## src/rtl/ec130_timing_gen_if.sv

```systemverilog
// Handshake bundle for the EC-130 timing generator: control inputs and
// registered phase/word/bit-time outputs.
interface ec130_timing_gen_if #(
  parameter int unsigned NPHASE   = 4,
  parameter int unsigned WORD_LEN = 4
);
  localparam int unsigned BW = (WORD_LEN > 1) ? $clog2(WORD_LEN) : 1;

  logic              run;
  logic              step_p;
  logic              word_clr;
  logic [NPHASE-1:0] phase_p;
  logic              word_p;
  logic [BW-1:0]     bit_cnt;
  logic              busy;

  modport master (
    output run, step_p, word_clr,
    input  phase_p, word_p, bit_cnt, busy
  );

  modport slave (
    input  run, step_p, word_clr,
    output phase_p, word_p, bit_cnt, busy
  );
endinterface

```

## src/rtl/ec130_timing_gen.sv

```systemverilog
// EC-130 master timing generator: one-hot phase pulses, bit times and words.
// Optional completed-cycle counter output enabled by EC130_TIMING_GEN_CYC_CNT_EN.
module ec130_timing_gen #(
  parameter int unsigned DIV      = 4,
  parameter int unsigned PW       = 2,
  parameter int unsigned NPHASE   = 4,
  parameter int unsigned WORD_LEN = 4
) (
  input  logic              clk,
  input  logic              rst,
  ec130_timing_gen_if.slave bus
`ifdef EC130_TIMING_GEN_CYC_CNT_EN
  ,
  output logic [15:0]       cyc_cnt
`endif
);

  localparam int unsigned CW  = (DIV > 1) ? $clog2(DIV) : 1;
  localparam int unsigned PHW = (NPHASE > 1) ? $clog2(NPHASE) : 1;
  localparam int unsigned BW  = (WORD_LEN > 1) ? $clog2(WORD_LEN) : 1;

  localparam logic [CW-1:0]  CNT_MAX = CW'(DIV - 1);
  localparam logic [CW-1:0]  PW_C    = CW'(PW);
  localparam logic [PHW-1:0] PH_MAX  = PHW'(NPHASE - 1);
  localparam logic [BW-1:0]  BIT_MAX = BW'(WORD_LEN - 1);

  if (DIV < 2) begin : g_bad_div
    $error("ec130_timing_gen: DIV must be >= 2");
  end
  if (PW < 1 || PW >= DIV) begin : g_bad_pw
    $error("ec130_timing_gen: PW must be in 1..DIV-1");
  end
  if (NPHASE < 2) begin : g_bad_nphase
    $error("ec130_timing_gen: NPHASE must be >= 2");
  end
  if (WORD_LEN < 2) begin : g_bad_word_len
    $error("ec130_timing_gen: WORD_LEN must be >= 2");
  end

  typedef enum logic [1:0] {
    IDLE  = 2'd0,
    RUN   = 2'd1,
    STEP  = 2'd2,
    DRAIN = 2'd3
  } state_t;

  state_t            state, state_n;
  logic [CW-1:0]     cnt, cnt_n;
  logic [PHW-1:0]    ph, ph_n;
  logic [BW-1:0]     bit_q, bit_n;
  logic              step_prev;
  logic              step_edge;
  logic              active;
  logic              cyc_end;
  logic [NPHASE-1:0] phase_n;
  logic              word_n;
  logic [NPHASE-1:0] phase_q;
  logic              word_q;
  logic              busy_q;

  always_comb begin
    state_n   = state;
    cnt_n     = cnt;
    ph_n      = ph;
    bit_n     = bit_q;
    step_edge = bus.step_p & ~step_prev;
    active    = (state != IDLE);
    cyc_end   = active && (cnt == CNT_MAX) && (ph == PH_MAX);

    if (active) begin
      if (cnt == CNT_MAX) begin
        cnt_n = '0;
        ph_n  = (ph == PH_MAX) ? '0 : ph + 1'b1;
      end else begin
        cnt_n = cnt + 1'b1;
      end
      if (cyc_end) begin
        bit_n = (bit_q == BIT_MAX) ? '0 : bit_q + 1'b1;
      end
    end

    unique case (state)
      IDLE: begin
        if (bus.run) begin
          state_n = RUN;
        end else if (step_edge) begin
          state_n = STEP;
        end else if (bus.word_clr) begin
          bit_n = '0;
        end
      end
      RUN: begin
        if (!bus.run) state_n = DRAIN;
      end
      DRAIN: begin
        // Reasserting run resumes counting from the current slot, so the
        // pulse train has no gap even if this edge is also the cycle end.
        if (bus.run) begin
          state_n = RUN;
        end else if (cyc_end) begin
          state_n = IDLE;
        end
      end
      STEP: begin
        if (cyc_end) state_n = bus.run ? RUN : IDLE;
      end
      default: state_n = IDLE;
    endcase
  end

  // Outputs are decoded from next-state values and registered, so they
  // line up with state/cnt/ph and carry no input-to-output path.
  always_comb begin
    phase_n = '0;
    for (int unsigned i = 0; i < NPHASE; i++) begin
      phase_n[i] = (state_n != IDLE) && (ph_n == PHW'(i)) && (cnt_n < PW_C);
    end
    word_n = phase_n[NPHASE-1] && (bit_n == BIT_MAX);
  end

  always_ff @(posedge clk) begin
    if (rst) begin
      state     <= IDLE;
      cnt       <= '0;
      ph        <= '0;
      bit_q     <= '0;
      step_prev <= 1'b0;
      phase_q   <= '0;
      word_q    <= 1'b0;
      busy_q    <= 1'b0;
    end else begin
      state     <= state_n;
      cnt       <= cnt_n;
      ph        <= ph_n;
      bit_q     <= bit_n;
      step_prev <= bus.step_p;
      phase_q   <= phase_n;
      word_q    <= word_n;
      busy_q    <= (state_n != IDLE);
    end
  end

`ifdef EC130_TIMING_GEN_CYC_CNT_EN
  logic [15:0] cyc_q;

  always_ff @(posedge clk) begin
    if (rst) begin
      cyc_q <= '0;
    end else if (cyc_end && (cyc_q != '1)) begin
      cyc_q <= cyc_q + 16'd1;
    end
  end

  assign cyc_cnt = cyc_q;
`endif

  assign bus.phase_p = phase_q;
  assign bus.word_p  = word_q;
  assign bus.bit_cnt = bit_q;
  assign bus.busy    = busy_q;

endmodule

```

## src/flat_wrapper.sv

```systemverilog
// flat-port wrapper written by rule: the top's interface ports become plain ports
module ec130_timing_gen_flat 
#(
  parameter int unsigned DIV      = 4,
  parameter int unsigned PW       = 2,
  parameter int unsigned NPHASE   = 4,
  parameter int unsigned WORD_LEN = 4
)
  (clk, rst, bus_run, bus_step_p, bus_word_clr, bus_phase_p, bus_word_p, bus_bit_cnt, bus_busy);
  ec130_timing_gen_if #(.NPHASE(NPHASE), .WORD_LEN(WORD_LEN)) bus_i ();
  input  logic clk;
  input  logic rst;
  input wire logic [$bits(bus_i.run)-1:0] bus_run;
  input wire logic [$bits(bus_i.step_p)-1:0] bus_step_p;
  input wire logic [$bits(bus_i.word_clr)-1:0] bus_word_clr;
  output wire logic [$bits(bus_i.phase_p)-1:0] bus_phase_p;
  output wire logic [$bits(bus_i.word_p)-1:0] bus_word_p;
  output wire logic [$bits(bus_i.bit_cnt)-1:0] bus_bit_cnt;
  output wire logic [$bits(bus_i.busy)-1:0] bus_busy;
  assign bus_i.run = bus_run;
  assign bus_i.step_p = bus_step_p;
  assign bus_i.word_clr = bus_word_clr;
  assign bus_phase_p = bus_i.phase_p;
  assign bus_word_p = bus_i.word_p;
  assign bus_bit_cnt = bus_i.bit_cnt;
  assign bus_busy = bus_i.busy;
  ec130_timing_gen #(.DIV(DIV), .PW(PW), .NPHASE(NPHASE), .WORD_LEN(WORD_LEN)) u_core (.clk(clk), .rst(rst), .bus(bus_i));
endmodule
```

## config.mk

```make
export PLATFORM = sky130hd
export DESIGN_NAME = ec130_timing_gen_flat
export DESIGN_NICKNAME = d
export VERILOG_FILES = /design/src/rtl/ec130_timing_gen_if.sv /design/src/rtl/ec130_timing_gen.sv /design/src/flat_wrapper.sv
export SDC_FILE = /design/constraint.sdc
export NUM_CORES = 1
export LEC_CHECK = 0
export ABC_CLOCK_PERIOD_IN_PS = 2000
export BUFFER_PORTS_ARGS = -buffer_cell sky130_fd_sc_hd__clkbuf_2
export CELL_PAD_IN_SITES_DETAIL_PLACEMENT = 0
export CELL_PAD_IN_SITES_GLOBAL_PLACEMENT = 1
export CORE_UTILIZATION = 39
export CTS_CLUSTER_DIAMETER = 200
export DETAILED_ROUTE_END_ITERATION = 7
export GPL_ROUTABILITY_DRIVEN = 0
export PLACE_DENSITY = 0.81
export SLEW_MARGIN = 30
export SYNTH_ARGS = -nofsm -noshare
export SYNTH_HDL_FRONTEND = slang
export SYNTH_SLANG_ARGS = --single-unit
```

## constraint.sdc

```tcl
create_clock -name clk -period 2 [get_ports clk]
set_input_delay 0.3 -clock clk [delete_from_list [all_inputs] [get_ports clk]]
set_output_delay 0.3 -clock clk [all_outputs]
set_load 0.01 [all_outputs]
```

== Word level (Yosys, flattened, before mapping) ==
Index checks and enable logic that the tools add are counted.

* Flip-flop bits (word level): 15
* Input port bits: 5
* Output and inout bits: 8
* Logic and storage cells: 59

* Add/sub/neg operators: 3
* Order comparisons: 1
* Eq/ne operators: 10
* Multiplexer cells: 20
* Bitwise gates (word level): 2
* Reductions and logical operators: 15

{| class="wikitable"
|+ Operators by type and width
! kind !! number
|-
| $mux W2 || 18
|-
| $eq A2 B2 Y1 const B || 8
|-
| $logic_and A1 B1 Y1 || 11
|-
| $pmux W2 S4 || 1
|-
| $add A2 B1 Y2 const B || 3
|-
| $eq A2 B1 Y1 const B || 2
|-
| $logic_not A2 Y1 || 2
|-
| $reduce_bool A2 Y1 || 2
|-
| $lt A2 B2 Y1 const B || 1
|-
| $and A1 B1 Y1 || 1
|-
| $mux W1 || 1
|-
| $not A1 Y1 || 1
|}

== Longest topological paths before layout ==
* Word-level depth: 11
* Mapped depth: 5
* Depth with buffers taken out: 5

== Worst setup path after synthesis ==
OpenSTA, ideal clock, no wires.

* Kind: register -> register
* Start: register u_core.ph[0]
* End: register u_core.phase_q[0], in the netlist u_core.bus.phase_p[0]
* Library setup time: 0.129 ns
* Arrival time: 1.275 ns
* Data required time: 1.871 ns
* Setup slack: 0.596 ns
* Cell stages (with the launch flop): 6
* Buffers on the path: 0
* Period minus slack after synthesis: 1.404 ns
* Cells stage by stage: dfxtp_1 ha_1 nand3_1 a32oi_2 a2bb2oi_2 nor4_1

* Longest elaborated chain between the ends: 8
* Elaborated cells on any way between the ends: 14
* Those cells by class: add/sub: 1; eq/ne: 1; mux: 7; reduce/logical: 5

{| class="wikitable"
|+ Ends and longest elaborated chain
! item !! RTL line !! RTL
|-
| from (decl) || ec130_timing_gen.sv:49 || <nowiki>logic [PHW-1:0] ph, ph_n;</nowiki>
|-
| from (signal assigned) || ec130_timing_gen.sv:134 || <nowiki>ph <= ph_n;</nowiki>
|-
| $eq A2 B2 Y1 || ec130_timing_gen.sv:68, ec130_timing_gen.sv:73 ||
|-
| $logic_and A1 B1 Y1 || ec130_timing_gen.sv:68 || <nowiki>cyc_end = active && (cnt == CNT_MAX) && (ph == PH_MAX);</nowiki>
|-
| $mux W2 || ec130_timing_gen.sv:100 || <nowiki>end else if (cyc_end) begin</nowiki>
|-
| $mux W2 || ec130_timing_gen.sv:98 || <nowiki>if (bus.run) begin</nowiki>
|-
| $pmux W2 S4 || ec130_timing_gen.sv:82 || <nowiki>unique case (state)</nowiki>
|-
| $reduce_bool A2 Y1 || ec130_timing_gen.sv:116 || <nowiki>phase_n[i] = (state_n != IDLE) && (ph_n == PHW'(i)) && (cnt_n < PW_C);</nowiki>
|-
| $logic_and A1 B1 Y1 (*) (2 in series) || ec130_timing_gen.sv:116 ||
|-
| to (signal assigned) || ec130_timing_gen.sv:137 || <nowiki>phase_q <= phase_n;</nowiki>
|-
| to (decl) || ec130_timing_gen.sv:57 || <nowiki>logic [NPHASE-1:0] phase_q;</nowiki>
|}

Every way passes the cells marked *; elsewhere a longest branch is shown, timed or not.
A chain may end at the register's enable or synchronous reset.

== Final worst setup path ==
* Start: register u_core.ph[0]
* End: register u_core.phase_q[2], in the netlist u_core.bus.phase_p[2]

Same word-level chain as after synthesis.

==> flow_metrics.tcl <==
set metrics [dict create \
    status "finished clean" \
    leakage_nw 0.349 \
    totalPowerFinal_uw 604 \
    n_antenna_cell 0 \
    cp-start-kind "register" \
    io_pins 13 \
    dp_slack_ns 0.446 \
    power_frac_comb 0.161 \
    dp_hpwl_um 906 \
    grt_pass1_wl_mm 1.81 \
    p_seq_frac 0.552 \
    cts_buffers 3 \
    clk_latency_ns 0.29 \
    layout-drive-gt1-share 0.313 \
    path_clk_slew_ns 0.08 \
    min_from "bus_step_p" \
    peakVddDrop_uv 446 \
    grt_max_degree 11 \
    synthArstFlopShare 0 \
    min_path_cells 2 \
    ys.flop_type "dfxtp_1" \
    synth_edf_count 0 \
    clockBufferDepth 2 \
    drv_cap 0 \
    area_growth_syn_to_layout_pct 13.7 \
    synthCells 66 \
    wl_mm 1.19 \
    synth_cell_types 26 \
    first_global_vias 415 \
    max_freq_mhz 633 \
    rrSetupSlack_ns 0.42 \
    hp-class "input pin to register" \
    layout_common_cells "dfxtp_1 (15), clkbuf_2 (12), nor2_1 (8)" \
    postCtsSetupBuffers 0 \
    critical_path.startpoint "u_core.ph[0]" \
    vias_per_cell 5.40 \
    via_count 518 \
    die_w_um 43.6 \
    seq_area_frac_synth 0.445 \
    clkPwrFrac 0.287 \
    switching_share 0.274 \
    reg2reg_from "u_core.ph[0]" \
    utilization 0.492 \
    cts_root_buf "clkbuf_4" \
    dieArea_um2 1900 \
    gr-usage-all-layers 0.140 \
    overflow 0 \
    crit_path_end_kind "register" \
    syn-cell-area_um2 674 \
    intPower_uw 438 \
    coreArea_um2 1560 \
    cts_sinks 15 \
    worstSetupPathType "register to register" \
    max_slew_margin 0.677 \
    num-nets-final 89 \
    worst_r2r_endpoint "u_core.bus.phase_p[2]" \
    worstPathMaxFanout 6 \
    syn_nets 74 \
    worstHoldEndpoint "u_core.step_prev" \
    worst_pin_slew_ns 0.482 \
    critPathArrivalTime_ns 1.75 \
    final.min_clock_period_ns 1.58 \
    ys_warn_count 0 \
    initial_utilization 0.433 \
    power_switching_uw 165 \
    slew_viol_final 0 \
    drc_errors 0 \
    die_y_um 43.6 \
    min_period_over_period 0.790 \
    cts_hold_repair.buffers 0 \
    layout_commonest_cell "dfxtp_1" \
    fin_ws_ns 0.420 \
    postCtsResizedCells 0 \
    setup_violations 0 \
    p_per_area_nw_per_um2 787 \
    reg2reg_depth 5 \
    wl_per_cell_um 12.3 \
    avgSynthCellArea_um2 10.2 \
    cts_tree "done" \
    ctsHtreeMaxLevel 1 \
    grt_setup_unrepaired "no" \
    finalClockSkew_ns 0.00543 \
    required_ns 2.17 \
    row_count 14 \
    synth-seq-cells 15 \
    drt_iter0_markers 3 \
    hold_violations 0 \
    fin_tns_setup_ns 0 \
    antenna_found_initial 0 \
    first_pass_iters 2 \
    numPortBuffers 12 \
    ant_nets 0 \
]
[power groups by stage]
stage | combinational, mW | sequential (mW) | clock (mW)
detailed placement | 0.0982 | 0.340 | 0
floorplan | 0.0762 | 0.340 | 0
global route | 0.109 | 0.337 | 0.200
finish | 0.0969 | 0.333 | 0.173
global placement | 0.0967 | 0.340 | 0
CTS | 0.0985 | 0.333 | 0.184
[cell type report]
class,instances,area (um2)
clock buffer,3,22.5
sequential,15,300
fill,150,792
multi-input combinational,47,352
tap,16,20.0
timing repair buffer,12,60.1
clock inverter,1,5.00
inverter,2,7.51
[flip-flops by register name, summed over array words and instances (netlist names)]
name,flops
u_core.bus.busy,1
u_core.bus.phase_p,4
u_core.cnt,2
u_core.ph,2
u_core.bus.word_p,1
u_core.step_prev,1
u_core.state,2
u_core.bus.bit_cnt,2
[logic make-up (layout without fill, tap and decap cells)]
family,Yosys count,count (layout),synth area share
AND/OR/NAND/NOR,28,28,0.243
flip-flops,15,15,0.445
AO/OA/AOI/OAI,10,10,0.122
multiplexers,6,6,0.100
buffers and inverters,4,18,0.0334
adder cells (fa/ha/maj),3,3,0.0557
[critical path, stage by stage, from the launching register on]
cell and delay (ns):
dfxtp_1 0.41, ha_1 0.26, nand3_1 0.14, a32oi_2 0.25
a2bb2oi_2 0.31, nor4_1 0.09
[synthesized netlist by cell type (2+ instances only)]
cell,count,area (um2)
nand3_1,2,10.0
a21oi_1,3,15.0
nand2_1,2,7.51
nor4_1,2,12.5
nor4_2,2,25.0
mux2i_1,3,30.0
nor2_1,8,30.0
dfxtp_1,15,300
nor3_1,6,30.0
inv_1,2,7.51
nor2b_1,2,12.5
ha_1,3,37.5
mux2_2,2,22.5
a31oi_1,2,12.5
[layer usage]
metal | track usage | share of wire | vias to the layer above
met4 | 0.113 | 0.030 | 0
met1 | 0.154 | 0.47 | 237
met5 | 0 | 0 | -
met2 | 0.209 | 0.46 | 10
li1 | - | - | 266
met3 | 0.0625 | 0.041 | 5
[how the worst max path moves through the flow]
stage / to / slack (ns) / depth (start not counted)
final: u_core.bus.phase_p[2] / 0.42 / 5
after global routing: u_core.bus.phase_p[0] / 0.32 / 5
after CTS: u_core.bus.phase_p[2] / 0.43 / 5
after detailed placement: u_core.bus.phase_p[0] / 0.45 / 5
after global placement: u_core.bus.phase_p[2] / 0.50 / 5
after floorplan: u_core.bus.phase_p[0] / 0.60 / 5
[stage by stage]
| stage | cells | instance area [um2] | hold WS (ns) |
|---|---|---|---|
| 5_1_grt | 96 | 767 | 0.236 |
| 4_1_cts | 96 | 767 | 0.227 |
| 6_report | 96 | 767 | 0.235 |
| 3_3_place_gp | 92 | 739 | 0.507 |
| 3_5_place_dp | 92 | 739 | 0.513 |
| 2_1_floorplan | 66 | 674 | 0.428 |
Power figures use the tool's default switching activity.
